==> config.mk <==
export PLATFORM = sky130hd
export DESIGN_NAME = branch_pc_unit_flat
export DESIGN_NICKNAME = d
export VERILOG_FILES = /design/src/rtl/branch_pc_unit_if.sv /design/src/rtl/branch_pc_unit.sv /design/src/flat_wrapper.sv
export SDC_FILE = /design/constraint.sdc
export NUM_CORES = 1
export LEC_CHECK = 0
export ABC_AREA = 1
export BUFFER_PORTS_ARGS = -buffer_cell sky130_fd_sc_hd__buf_2
export CORE_UTILIZATION = 62
export DETAILED_ROUTE_END_ITERATION = 16
export GPL_TIMING_DRIVEN = 0
export HOLD_SLACK_MARGIN = 0.02
export PLACE_DENSITY_LB_ADDON = 0.25
export SYNTH_ARGS = -nofsm -noshare
export SYNTH_HDL_FRONTEND = slang
export SYNTH_SLANG_ARGS = --single-unit
==> constraint.sdc <==
create_clock -name clk -period 3.4 [get_ports clk]
set_input_delay 0.51 -clock clk [delete_from_list [all_inputs] [get_ports clk]]
set_output_delay 0.51 -clock clk [all_outputs]
set_load 0.1 [all_outputs]
==> src/rtl/branch_pc_unit_if.sv <==
// Bus bundle between the control unit and the branch/PC resolver.
// The control unit uses the master view; the resolver uses the slave view.
interface branch_pc_unit_if #(
   parameter int DATA_W = 32
);
   logic              start;
   logic [DATA_W-1:0] ir_in;
   logic [DATA_W-1:0] bus_in;
   logic              pc_inc;
   logic              pc_load_ext;
   logic [DATA_W-1:0] pc_ext_in;
   logic              busy;
   logic              done;
   logic              con_out;
   logic [DATA_W-1:0] pc_out;

   modport master (
      output start, ir_in, bus_in, pc_inc, pc_load_ext, pc_ext_in,
      input  busy, done, con_out, pc_out
   );

   modport slave (
      input  start, ir_in, bus_in, pc_inc, pc_load_ext, pc_ext_in,
      output busy, done, con_out, pc_out
   );
endinterface

==> src/rtl/branch_pc_unit.sv <==
// Sequenced conditional-branch resolver: captures IR/Ra, evaluates CON, computes
// PC + sext(C) and commits it when CON is set. Owns the program counter.
module branch_pc_unit #(
   parameter int                DATA_W   = 32,
   parameter int                C_W      = 19,
   parameter logic [DATA_W-1:0] PC_RESET = '0
) (
   input  logic          clk,
   input  logic          clear_n,
   branch_pc_unit_if.slave br
);

   localparam int C2_LSB = 19;

   typedef enum logic [1:0] {
      IDLE   = 2'd0,
      EVAL   = 2'd1,
      CALC   = 2'd2,
      UPDATE = 2'd3
   } state_t;

   state_t            state, next_state;
   logic [1:0]        c2_cap;
   logic [C_W-1:0]    c_cap;
   logic [DATA_W-1:0] ra_cap;
   logic [DATA_W-1:0] target;
   logic [DATA_W-1:0] pc_q;
   logic              con_q;
   logic              done_q;

   logic load_ext_en, capture_en, inc_en, eval_en, calc_en, update_en;

   function automatic logic cond_eval(input logic [1:0] c2, input logic [DATA_W-1:0] ra);
      logic res;
      res = 1'b0;
      case (c2)
         2'b00: res = (ra == '0);
         2'b01: res = (ra != '0);
         2'b10: res = ~ra[DATA_W-1];
         2'b11: res =  ra[DATA_W-1];
         default: res = 1'b0;
      endcase
      return res;
   endfunction

   // NOTE: sequential state uses non-blocking assignments so every register
   // samples pre-edge values regardless of process ordering.
   always_ff @(posedge clk or negedge clear_n) begin
      if (!clear_n) state <= IDLE;
      else          state <= next_state;
   end

   // NOTE: defaults first so no path through the case leaves a signal unassigned
   // (otherwise a latch would be inferred).
   always_comb begin
      next_state = state;
      case (state)
         IDLE:    if (br.start && !br.pc_load_ext) next_state = EVAL;
         EVAL:    next_state = CALC;
         CALC:    next_state = UPDATE;
         UPDATE:  next_state = IDLE;
         default: next_state = IDLE;
      endcase
   end

   // Requests in IDLE resolve as pc_load_ext > start > pc_inc; losers are dropped.
   always_comb begin
      load_ext_en = 1'b0;
      capture_en  = 1'b0;
      inc_en      = 1'b0;
      eval_en     = 1'b0;
      calc_en     = 1'b0;
      update_en   = 1'b0;
      case (state)
         IDLE: begin
            load_ext_en = br.pc_load_ext;
            capture_en  = br.start  && !br.pc_load_ext;
            inc_en      = br.pc_inc && !br.start && !br.pc_load_ext;
         end
         EVAL:    eval_en   = 1'b1;
         CALC:    calc_en   = 1'b1;
         UPDATE:  update_en = 1'b1;
         default: ;
      endcase
   end

   always_ff @(posedge clk or negedge clear_n) begin
      if (!clear_n) begin
         c2_cap <= '0;
         c_cap  <= '0;
         ra_cap <= '0;
         target <= '0;
         pc_q   <= PC_RESET;
         con_q  <= 1'b0;
         done_q <= 1'b0;
      end else begin
         done_q <= update_en;
         if (capture_en) begin
            c2_cap <= br.ir_in[C2_LSB+1:C2_LSB];
            c_cap  <= br.ir_in[C_W-1:0];
            ra_cap <= br.bus_in;
         end
         if (eval_en) con_q  <= cond_eval(c2_cap, ra_cap);
         if (calc_en) target <= pc_q + {{(DATA_W-C_W){c_cap[C_W-1]}}, c_cap};
         if (load_ext_en)            pc_q <= br.pc_ext_in;
         else if (inc_en)            pc_q <= pc_q + DATA_W'(1);
         else if (update_en && con_q) pc_q <= target;
      end
   end

   assign br.busy    = (state != IDLE);
   assign br.done    = done_q;
   assign br.con_out = con_q;
   assign br.pc_out  = pc_q;

endmodule

==> src/flat_wrapper.sv <==
// flat-port wrapper written by rule: the top's interface ports become plain ports
module branch_pc_unit_flat 
#(
   parameter int                DATA_W   = 32,
   parameter int                C_W      = 19,
   parameter logic [DATA_W-1:0] PC_RESET = '0
)
  (clk, clear_n, br_start, br_ir_in, br_bus_in, br_pc_inc, br_pc_load_ext, br_pc_ext_in, br_busy, br_done, br_con_out, br_pc_out);
  branch_pc_unit_if #(.DATA_W(DATA_W)) br_i ();
  input  logic clk;
  input  logic clear_n;
  input wire logic [$bits(br_i.start)-1:0] br_start;
  input wire logic [$bits(br_i.ir_in)-1:0] br_ir_in;
  input wire logic [$bits(br_i.bus_in)-1:0] br_bus_in;
  input wire logic [$bits(br_i.pc_inc)-1:0] br_pc_inc;
  input wire logic [$bits(br_i.pc_load_ext)-1:0] br_pc_load_ext;
  input wire logic [$bits(br_i.pc_ext_in)-1:0] br_pc_ext_in;
  output wire logic [$bits(br_i.busy)-1:0] br_busy;
  output wire logic [$bits(br_i.done)-1:0] br_done;
  output wire logic [$bits(br_i.con_out)-1:0] br_con_out;
  output wire logic [$bits(br_i.pc_out)-1:0] br_pc_out;
  assign br_i.start = br_start;
  assign br_i.ir_in = br_ir_in;
  assign br_i.bus_in = br_bus_in;
  assign br_i.pc_inc = br_pc_inc;
  assign br_i.pc_load_ext = br_pc_load_ext;
  assign br_i.pc_ext_in = br_pc_ext_in;
  assign br_busy = br_i.busy;
  assign br_done = br_i.done;
  assign br_con_out = br_i.con_out;
  assign br_pc_out = br_i.pc_out;
  branch_pc_unit #(.DATA_W(DATA_W), .C_W(C_W), .PC_RESET(PC_RESET)) u_core (.clk(clk), .clear_n(clear_n), .br(br_i));
endmodule
Yosys cells after proc, flatten, opt, wreduce, memory -nomap -nowiden
Cells that the tools add are included.

Output and inout port bits: 35. Flip-flop bits (word level): 121. Memory bits (writable): 0. Latch bits: 0. Logic and storage cells: 42. Memories kept: 0. ROM bits: 0. Input port bits: 101.

$lt $le $gt $ge: 0. Div/mod/pow operators: 0. Reduce and logical (&&, ||, !) cells: 12. Add/sub/neg operators: 2. Bitwise operators: 1. Shift operators: 0. Eq/ne operators: 7. Multipliers: 0. Multiplexer cells: 12.

Operators by type and width (count): 32-bit two-way mux (3); 32-bit by 1-bit adder with 32-bit output (second input constant) (1); 32-bit adder (1); 32-bit logical NOT (1); 32-bit nonzero test (1); 2-bit == test (second input constant) (4); 2-bit case mux with 4 select lines (1); 1-bit two-way mux (6); 2-bit by 1-bit == test with 1-bit output (second input constant) (2); 1-bit logical AND (4); 2-bit logical NOT (2); 1-bit case mux with 4 select lines (1); 3-bit nonzero test (1); 1-bit logical NOT (2); 2-bit two-way mux (1); 2-bit by 1-bit inequality test with 1-bit output (second input constant) (1); 2-bit nonzero test (1); 1-bit inverter (1).

Depth between registers and ports, before layout
Gate-level depths: netlist (run 1).

Depth after elaboration: 6. Gate-level depth with buffers: 12. Depth with buffers taken out: 12.

Worst setup path after synthesis (run 1)
OpenSTA, ideal clock, no wires.

Kind: reg2reg. From: register u_core.pc_q[0] (netlist: u_core.br.pc_out[0]). To: register u_core.target[20]. Clock period less this slack: 2474 ps. Cell stages (with the launch flop): 11. Library setup time: 135 ps. Slack: 926 ps. Buffers on the path: 0. Data required time: 3265 ps. Arrival time: 2339 ps. Path through: dfrtp_1 ha_1 fa_1 nand3_1 nand3_1 nand3_1 nand3_1 nand2_1 nand3_1 nand3_1 o21ai_0.

Word-level cells in the longest chain between the ends: 1.

Ends and longest elaborated chain: start: declaration (RTL line branch_pc_unit.sv:27) `logic [DATA_W-1:0] pc_q;`; start signal: assignment (RTL line branch_pc_unit.sv:105) `if (load_ext_en) pc_q <= br.pc_ext_in;`; start signal: assignment (RTL line branch_pc_unit.sv:106) `else if (inc_en) pc_q <= pc_q + DATA_W'(1);`; start signal: assignment (RTL line branch_pc_unit.sv:107) `else if (update_en && con_q) pc_q <= target;`; 32-bit adder (RTL line branch_pc_unit.sv:104) `if (calc_en) target <= pc_q + {{(DATA_W-C_W){c_cap[C_W-1]}}, c_cap};`; end signal: assignment (RTL line branch_pc_unit.sv:104); end: declaration (RTL line branch_pc_unit.sv:26) `logic [DATA_W-1:0] target;`.

No other way between the ends. A chain may end at the register's enable or synchronous reset.

Worst setup path after layout (run 1)
From: register u_core.pc_q[0] (netlist: u_core.br.pc_out[0]). To: register u_core.target[28].

The elaborated chain is that of the path after synthesis.

==> flow_metrics.tcl, run 1 <==
set metrics [dict create \
    initial_core_util 0.638 \
    fin_ws_ns 0.984 \
    tightest_slew_ns 0.717 \
    ys_seq_area_frac 0.357 \
    min_period_ns 2.42 \
    critPathMaxFanout 6 \
    synth_cell_types 35 \
    r2r-start "u_core.br.pc_out[0]" \
    pre_cts_ws_ns 1.03 \
    layout_common_cells "386 x nand2_1, 187 x inv_1, 179 x nor2_1" \
    cts_root_buffer "clkbuf_16" \
    cts_resized 0 \
    end_kind "flop" \
    max_freq_ghz 0.414 \
    via_per_inst 5.47 \
    yosys_warnings 0 \
    hpwl_mm 19.6 \
    hp-start "br_ir_in[13]" \
    rr_endpoint "u_core.target[28]" \
    ios 136 \
    dr_total_vias 8814 \
    grt_use_total 0.377 \
    die_area_um2 14200 \
    maxSlewHeadroom 0.522 \
    antennaDiodeCount 0 \
    tns_ns 0 \
    whs_path_depth 2 \
    fin_nets 1561 \
    hold_viol 0 \
    drtPass1Iterations 8 \
    status "finished clean" \
    post-route-util 0.748 \
    yosys.area.top_type "dfrtp_1" \
    htree_levels 4 \
    synthCells 1278 \
    die_width_um 119 \
    skew_ns 0.0109 \
    grt_max_degree 79 \
    clkLatencyLatePin_ns 0.43 \
    die_y_um 119 \
    drcViolationCount 0 \
    final.period_utilization 0.711 \
    cts_made_buffers 17 \
    fillers 1058 \
    core_um2 13300 \
    hp-class "input port to flop" \
    drive_gt1_frac 0.145 \
    setup_viol 0 \
    clock-sinks 121 \
    grt_pass1_vias 8656 \
    start_kind "flop" \
    syn_area_per_cell_um2 6.64 \
    placement.cell_area_um2 9360 \
    synth_area_leaders "dfrtp_1 36%, nand2_1 17%, inv_1 8.3%" \
    first_iter_violations 791 \
    arrival_ns 2.73 \
    min_to "u_core.c_cap[13]" \
    cts_buffer_depth 2 \
    grt_pass1_wl_mm 41.1 \
    antenna_found_initial 0 \
    antenna_left 0 \
    ys_seq_elements 121 \
    placementRows 42 \
    required_ns 3.72 \
    wirelength_mm 25.5 \
    rsz0062_at_grt "false" \
    drt-wirelength-per-cell_um 15.8 \
    gp_congestion 1.02 \
    numPortBuffers 124 \
    r2r_slack_ns 0.98 \
    synthesis.area_um2 8480 \
    drv_cap 0 \
    r2r_cells 10 \
    final_common_cell "nand2_1" \
    path_clk_slew_ns 0.06 \
    postLayoutCellArea_um2 9940 \
    area_growth_pct 17.2 \
    path_class "flop to flop" \
    synthDominantCellAreaShare 0.357 \
    cts_tree "done" \
    grt_overflow 0 \
    final_max_slew_viol_count 0 \
    syn_nets 1416 \
]
repair_timing:
| action | CTS | global route |
|---|---|---|
| buffers inserted | 0 | 0 |
| hold buffers | 1 | 0 |
| hold endpoints to repair | 1 | 0 |
how the worst max path moves through the flow:
stage	start	end	cells after the start	slack (ns)
2_1_floorplan	u_core.br.pc_out[0]	u_core.target[20]	10	0.93
3_3_place_gp	clear_n	u_core.ra_cap[26]	1	0.30
3_5_place_dp	u_core.br.pc_out[0]	u_core.target[20]	10	1.03
4_1_cts	u_core.br.pc_out[0]	u_core.target[20]	10	1.01
5_1_grt	u_core.br.pc_out[0]	u_core.target[20]	10	0.84
6_report	u_core.br.pc_out[0]	u_core.target[28]	10	0.98
worst max-delay path: stages, from the launching register on:
cell	delay, ns
dfrtp_1	0.44
ha_1	0.30
fa_1	0.51
nand3_1	0.13
nand3_1	0.19
nand3_1	0.13
nand3_1	0.19
nand2_1	0.15
nand3_1	0.09
nand3_1	0.11
nand2_1	0.06
through the flow:
step,hold slack (ns),instances
2_1_floorplan,0.214,1278
3_5_place_dp,0.461,1579
5_1_grt,0.314,1611
3_3_place_gp,0.447,1578
4_1_cts,0.309,1611
6_report,0.307,1611
cell families after synthesis:
family          synth area share
simple gates               0.326
mux                       0.0266
xor+xnor                  0.0258
fa+ha+maj                 0.0555
flops                      0.357
compound gates             0.107
buf+inv                    0.102
final cells by class:
class / count / area (um2) / share of cell area
multi-input combinational: 933 / 4590 / 0.462
inverter: 191 / 717 / 0.0721
clock inverter: 11 / 111 / 0.0112
buffer: 33 / 146 / 0.0147
sequential: 121 / 3030 / 0.305
clock buffer: 20 / 467 / 0.0469
tap: 176 / 220 / 0.0221
timing repair buffer: 126 / 664 / 0.0668
registers in the layout (all words and copies together), names as in the netlist:
name and count:
u_core.br.pc_out 32, u_core.state 2, u_core.br.con_out 1, u_core.c2_cap 2, u_core.br.done 1, u_core.c_cap 19
u_core.ra_cap 32, u_core.target 32
Yosys cell counts:
| cell | n |
|---|---|
| o22ai_1 | 4 |
| inv_1 | 187 |
| a311oi_1 | 1 |
| clkbuf_1 | 12 |
| nor3_4 | 1 |
| inv_2 | 3 |
| a21o_1 | 1 |
| nand2_1 | 386 |
| buf_1 | 3 |
| buf_2 | 18 |
| ha_1 | 36 |
| o211ai_1 | 5 |
| xor2_1 | 10 |
| o21ai_1 | 2 |
| nor3_1 | 9 |
| or2_2 | 1 |
| and2_1 | 2 |
| fa_1 | 1 |
| nor2_2 | 4 |
| nand3_1 | 75 |
| clkinv_1 | 1 |
| nand3b_1 | 6 |
| mux2_2 | 20 |
| dfrtp_1 | 121 |
| xnor2_1 | 15 |
| nor2_1 | 179 |
| nor2_4 | 2 |
| a21oi_1 | 115 |
| o21ai_0 | 34 |
| nand3_2 | 2 |
| a22oi_1 | 5 |
| nand4_1 | 12 |
| o21bai_1 | 3 |
| a211oi_1 | 1 |
| a31o_2 | 1 |
routing by layer:
layer  GRT usage  up-vias  routed length [um]
li1            -     4323                   -
met1       0.455     4007               10000
met2       0.618      392               12100
met3      0.0785       92                1910
met4       0.234        0                1390
met5           0        -                   0
Power of run 1 is left out: the tool's default activity adds up to more than one toggle a clock period on the data nets, which glitch-free logic cannot reach.
==> run 2: changes to the inputs <==
ABC_AREA = 0   (was 1)
CORE_UTILIZATION = 51   (was 62)
clock period = 2 ns   (was 3.4 ns; I/O delays follow)
==> run 2 against run 1 <==
The flow now finishes with violations (setup timing). First-iteration DRC count fell by 34%. Synthesized cell count fell by 40%. Area after synthesis fell by 11%. Flip-flop and latch count did not move. Hold slack got worse by 0.21 ns. Die area rose by 7.6%. Critical path depth rose by 2.
==> flow_metrics.tcl, run 2 <==
set metrics [dict create \
    area_growth_pct 39.6 \
    core_um2 14500 \
    hold_viol 0 \
    grt_use_total 0.311 \
    start_kind "flop" \
    rsz0062_at_grt "true" \
    path_clk_slew_ns 0.06 \
    ys_seq_area_frac 0.403 \
    synthDominantCellAreaShare 0.403 \
    grt_max_degree 80 \
    dr_total_vias 7251 \
    syn_nets 902 \
    end_kind "flop" \
    synth_area_leaders "dfrtp_1 40%, mux2_2 11%, ha_1 6.0%" \
    min_period_ns 2.91 \
    fin_ws_ns -0.910 \
    synthesis.area_um2 7520 \
    htree_levels 4 \
    whs_path_depth 2 \
    final_max_slew_viol_count 0 \
    grt_pass1_vias 6680 \
    final.period_utilization 1.46 \
    drcViolationCount 0 \
    synth_edf_count 0 \
    drv_cap 0 \
    skew_ns 0.00755 \
    first_iter_violations 524 \
    arrival_ns 3.22 \
    yosys_warnings 0 \
    tightest_slew_ns 0.654 \
    clkLatencyLatePin_ns 0.43 \
    grt_overflow 0 \
    die_area_um2 15200 \
    netlist_top_cells_count "121 x dfrtp_1, 76 x mux2_2, 64 x a21oi_1" \
    numPortBuffers 124 \
    maxSlewHeadroom 0.564 \
    drt-wirelength-per-cell_um 21.0 \
    gp_congestion 0.871 \
    die_width_um 123 \
    synthCells 764 \
    grt_pass1_wl_mm 35.4 \
    clock-sinks 121 \
    ys_seq_elements 121 \
    hpwl_mm 15.9 \
    ios 136 \
    status "finished, violations left" \
    violations "setup timing" \
    antennaDiodeCount 0 \
    cts_buffer_depth 2 \
    cts_tree "done" \
    wirelength_mm 24.4 \
    initial_core_util 0.519 \
    r2r_cells 12 \
    synth-main-ff-cell "dfrtp_1" \
    drive_gt1_frac 0.473 \
    post-route-util 0.725 \
    layout_common_cells "124 x buf_2, 92 x dfrtp_1, 67 x mux2_2" \
    yosysMostFrequentCell "dfrtp_1" \
    cts_made_buffers 17 \
    drtPass1Iterations 6 \
    cts_root_buffer "clkbuf_16" \
    async_flop_share 1.00 \
    antenna_left 0 \
    die_y_um 123 \
    yosys.area.top_type "dfrtp_1" \
    via_per_inst 6.21 \
    fin_nets 1108 \
    required_ns 2.31 \
    final_common_cell "buf_2" \
    antenna_found_initial 0 \
    setup_viol 44 \
    path_class "flop to flop" \
    hp-class "input port to flop" \
    synth_cell_types 65 \
    critPathMaxFanout 4 \
    max_freq_ghz 0.344 \
    syn_area_per_cell_um2 9.84 \
    placementRows 44 \
]
[run 2: changes by cell type after synthesis, moves of 16 or more]
| cell | change |
|---|---|
| buf_2 | -18 |
| nor2_1 | -131 |
| a21o_1 | +20 |
| inv_1 | -175 |
| clkbuf_1 | +18 |
| mux2_2 | +56 |
| a21oi_1 | -51 |
| nand2_1 | -327 |
| a211oi_1 | +16 |
| nand3_1 | -49 |
[run 2: worst max-delay path: stages (launching register included)]
cell and delay [ns]:
dfrtp_4 0.49, ha_4 0.17, buf_4 0.12, buf_4 0.13, a211o_1 0.32, a21oi_4 0.23
a211oi_4 0.09, buf_6 0.16, a221oi_4 0.36, buf_4 0.19, o21ai_1 0.06, xor2_1 0.20
mux2_4 0.27
[run 2: per-stage QoR]
stage	setup TNS (ns)	hold WS (ns)	instances	instance area, um2	worst slack [ns]
after floorplan	-19.95	0.00441	764	7870	-0.809
after global placement	-146.60	0.469	1072	8720	-1.36
after detailed placement	-27.65	0.246	1073	8760	-1.09
after CTS	-15.17	0.0896	1142	9850	-0.835
after global routing	-22.33	0.0866	1167	10500	-0.946
final	-18.77	0.0978	1167	10500	-0.910
[run 2: cells by family (layout without fill, tap and decap cells)]
kind of cell | after synthesis | after routing | synth area share
AO/OA/AOI/OAI | 219 | 219 | 0.193
AND/OR/NAND/NOR | 216 | 216 | 0.144
flip-flops | 121 | 121 | 0.403
multiplexers | 79 | 79 | 0.118
buffers and inverters | 49 | 268 | 0.0290
XOR/XNOR | 43 | 43 | 0.0501
adder cells (fa/ha/maj) | 37 | 37 | 0.0626
[run 2: timing repair]
action,CTS,global route
gates resized for setup,55,119
hold buffers,1,0
endpoints found under the setup margin,111,80
pin swaps,23,54
endpoints found under the hold margin,42,0
buffers inserted,36,25
gates cloned,0,2
[run 2: path summary, 6_finish.rpt]
check / endpoint / slack (ns) / from
setup / recovery: u_core.target[23] / -0.91 / u_core.br.pc_out[0]
hold / removal: u_core.c_cap[8] / 0.1 / br_ir_in[8]
setup reg to reg: u_core.target[23] / -0.91 / u_core.br.pc_out[0]
hold reg to reg: u_core.target[13] / 0.50 / u_core.target[13]
max in group asynchronous: u_core.c_cap[18] / 0.87 / clear_n
min in group asynchronous: u_core.target[23] / 0.36 / clear_n
[run 2: area by class of cell]
type	count	area (um2)
well taps	184	230
flip-flops and latches	121	3130
repair buffers	187	1220
clock inverters	11	113
multi-input cells	594	4960
inverters	12	51.3
fillers	1012	3980
plain buffers	37	305
clock buffers	21	480
[run 2: layer usage]
layer	part of all wire	vias to the layer above	global-route usage
li1	-	3251	-
met1	0.41	3534	0.405
met2	0.47	371	0.499
met3	0.081	95	0.0752
met4	0.042	0	0.120
met5	0	-	0
Power of run 2 is left out for the same reason.
==> run 3: changes to the inputs <==
BUFFER_PORTS_ARGS = -buffer_cell sky130_fd_sc_hd__clkbuf_2   (was -buffer_cell sky130_fd_sc_hd__buf_2)
==> run 3 against run 2 <==
Critical endpoint is now u_core.target[20]. First-iteration DRC count is 45% higher. Global-route usage is 1.6 points higher. Wire length is 9.4% higher. Core utilization is 3.5 points higher. The flow still finishes with violations (setup timing). Clock skew is 0.0028 ns higher. Non-clock buffer count is 28 higher. Largest cell class unchanged. Sequential share of layout area is 1.4 points lower. Fmax is 2.5% higher. Via count is 5.4% higher. Count of clock-buffer cells in the layout is 4 lower.
==> flow_metrics.tcl, run 3 (same netlist as run 2, synthesis figures left out) <==
set metrics [dict create \
    violations "setup timing" \
    status "finished, violations left" \
    core_um2 14500 \
    antenna_found_initial 0 \
    drcViolationCount 0 \
    grt_pass1_vias 7075 \
    layout_common_cells "132 x clkbuf_2, 92 x dfrtp_1, 67 x mux2_2" \
    antenna_left 0 \
    final.period_utilization 1.42 \
    grt_pass1_wl_mm 37.2 \
    hpwl_mm 16.0 \
    first_iter_violations 760 \
    hold_viol 0 \
    die_y_um 123 \
    start_kind "flop" \
    drtPass1Iterations 5 \
    place_inst 1073 \
    r2r-start "u_core.br.pc_out[0]" \
    fin_nets 1136 \
    die_area_um2 15200 \
    area_growth_pct 46.3 \
    grt_max_degree 106 \
    cts_made_buffers 17 \
    required_ns 2.31 \
    rsz0062_at_grt "true" \
    setup_viol 48 \
    die_width_um 123 \
    gp_congestion 0.889 \
    cts_root_buffer "clkbuf_16" \
    instances_no_fill 1195 \
    skew_ns 0.0104 \
    path_clk_slew_ns 0.06 \
    cts_buffer_depth 2 \
    placementRows 44 \
    drive_gt1_frac 0.520 \
    dr_total_vias 7641 \
    fin_ws_ns -0.838 \
    hp-class "input port to flop" \
    initial_core_util 0.519 \
    rr_endpoint "u_core.target[20]" \
    max_freq_ghz 0.352 \
    antennaDiodeCount 0 \
    end_kind "flop" \
    path_class "flop to flop" \
    via_per_inst 6.39 \
    drt-wirelength-per-cell_um 22.4 \
    drv_cap 0 \
    grt_use_total 0.327 \
    clkLatencyLatePin_ns 0.43 \
    numPortBuffers 124 \
    grt_overflow 0 \
    min_period_ns 2.84 \
    hp-start "br_bus_in[14]" \
    min_to "u_core.ra_cap[14]" \
    htree_levels 4 \
    final_max_slew_viol_count 0 \
    r2r_cells 10 \
    tightest_slew_ns 0.666 \
    whs_path_depth 2 \
    critPathMaxFanout 3 \
    wirelength_mm 26.7 \
    ios 136 \
    final_common_cell "clkbuf_2" \
    clock-sinks 121 \
    maxSlewHeadroom 0.556 \
    r2r_slack_ns -0.84 \
    arrival_ns 3.15 \
    cts_tree "done" \
    fillers 929 \
]
[run 3: cell type report]
type,count,area [um2],area share
plain buffers,33,285,0.0259
clock buffers,17,425,0.0387
clock inverters,15,178,0.0162
inverters,12,48.8,0.00444
multi-input cells,594,5180,0.471
flip-flops and latches,121,3130,0.285
well taps,184,230,0.0209
repair buffers,219,1520,0.138
[run 3: worst max path at each step]
| stage | slack [ns] | end | cells past startpoint | from |
|---|---|---|---|---|
| floorplan | -0.81 | u_core.target[28] | 9 | u_core.br.pc_out[0] |
| global placement | -1.79 | u_core.br.pc_out[11] | 1 | clear_n |
| detailed placement | -1.04 | u_core.target[31] | 8 | u_core.c_cap[18] |
| CTS | -0.80 | u_core.target[28] | 10 | u_core.br.pc_out[0] |
| global route | -0.86 | u_core.target[28] | 10 | u_core.br.pc_out[0] |
| finish | -0.84 | u_core.target[20] | 10 | u_core.br.pc_out[0] |
[run 3: timing repair]
item                                    in CTS  in global routing
endpoints found under the hold margin       16                  0
pin swaps                                   42                 73
gates resized for setup                    104                136
setup buffers                               50                 48
gates cloned                                 0                  2
endpoints found under the setup margin     111                 68
hold buffers                                 1                  0
[run 3: critical path: stages (launching register included)]
cell and delay [ns]:
dfrtp_4 0.49, ha_4 0.17, fa_2 0.34, a21o_1 0.21, a221oi_4 0.37, o211ai_1 0.16, a221oi_2 0.27, buf_4 0.18
o21a_1 0.18, xnor2_2 0.08, mux2_4 0.26
[run 3: per-stage QoR]
step | hold WS (ns) | cell area, um2 | setup TNS (ns) | util | setup slack, ns
6_report | 0.0962 | 11000 | -18.80 | 0.760 | -0.838
2_1_floorplan | 0.00441 | 7870 | -19.95 | - | -0.809
4_1_cts | 0.0930 | 10200 | -15.05 | 0.705 | -0.802
5_1_grt | 0.0919 | 11000 | -22.19 | 0.760 | -0.864
3_3_place_gp | 0.471 | 8720 | -193.28 | 0.602 | -1.79
3_5_place_dp | 0.168 | 8760 | -26.87 | 0.605 | -1.04
[run 3: metal layers]
metal	GRT usage	part of all wire	vias to the layer above	wire length, um
met5	0	0	-	0
met4	0.166	0.061	0	1640
met3	0.0826	0.096	156	2580
met2	0.535	0.46	514	12400
met1	0.400	0.38	3664	10100
li1	-	-	3307	-
Power of run 3 is left out for the same reason.
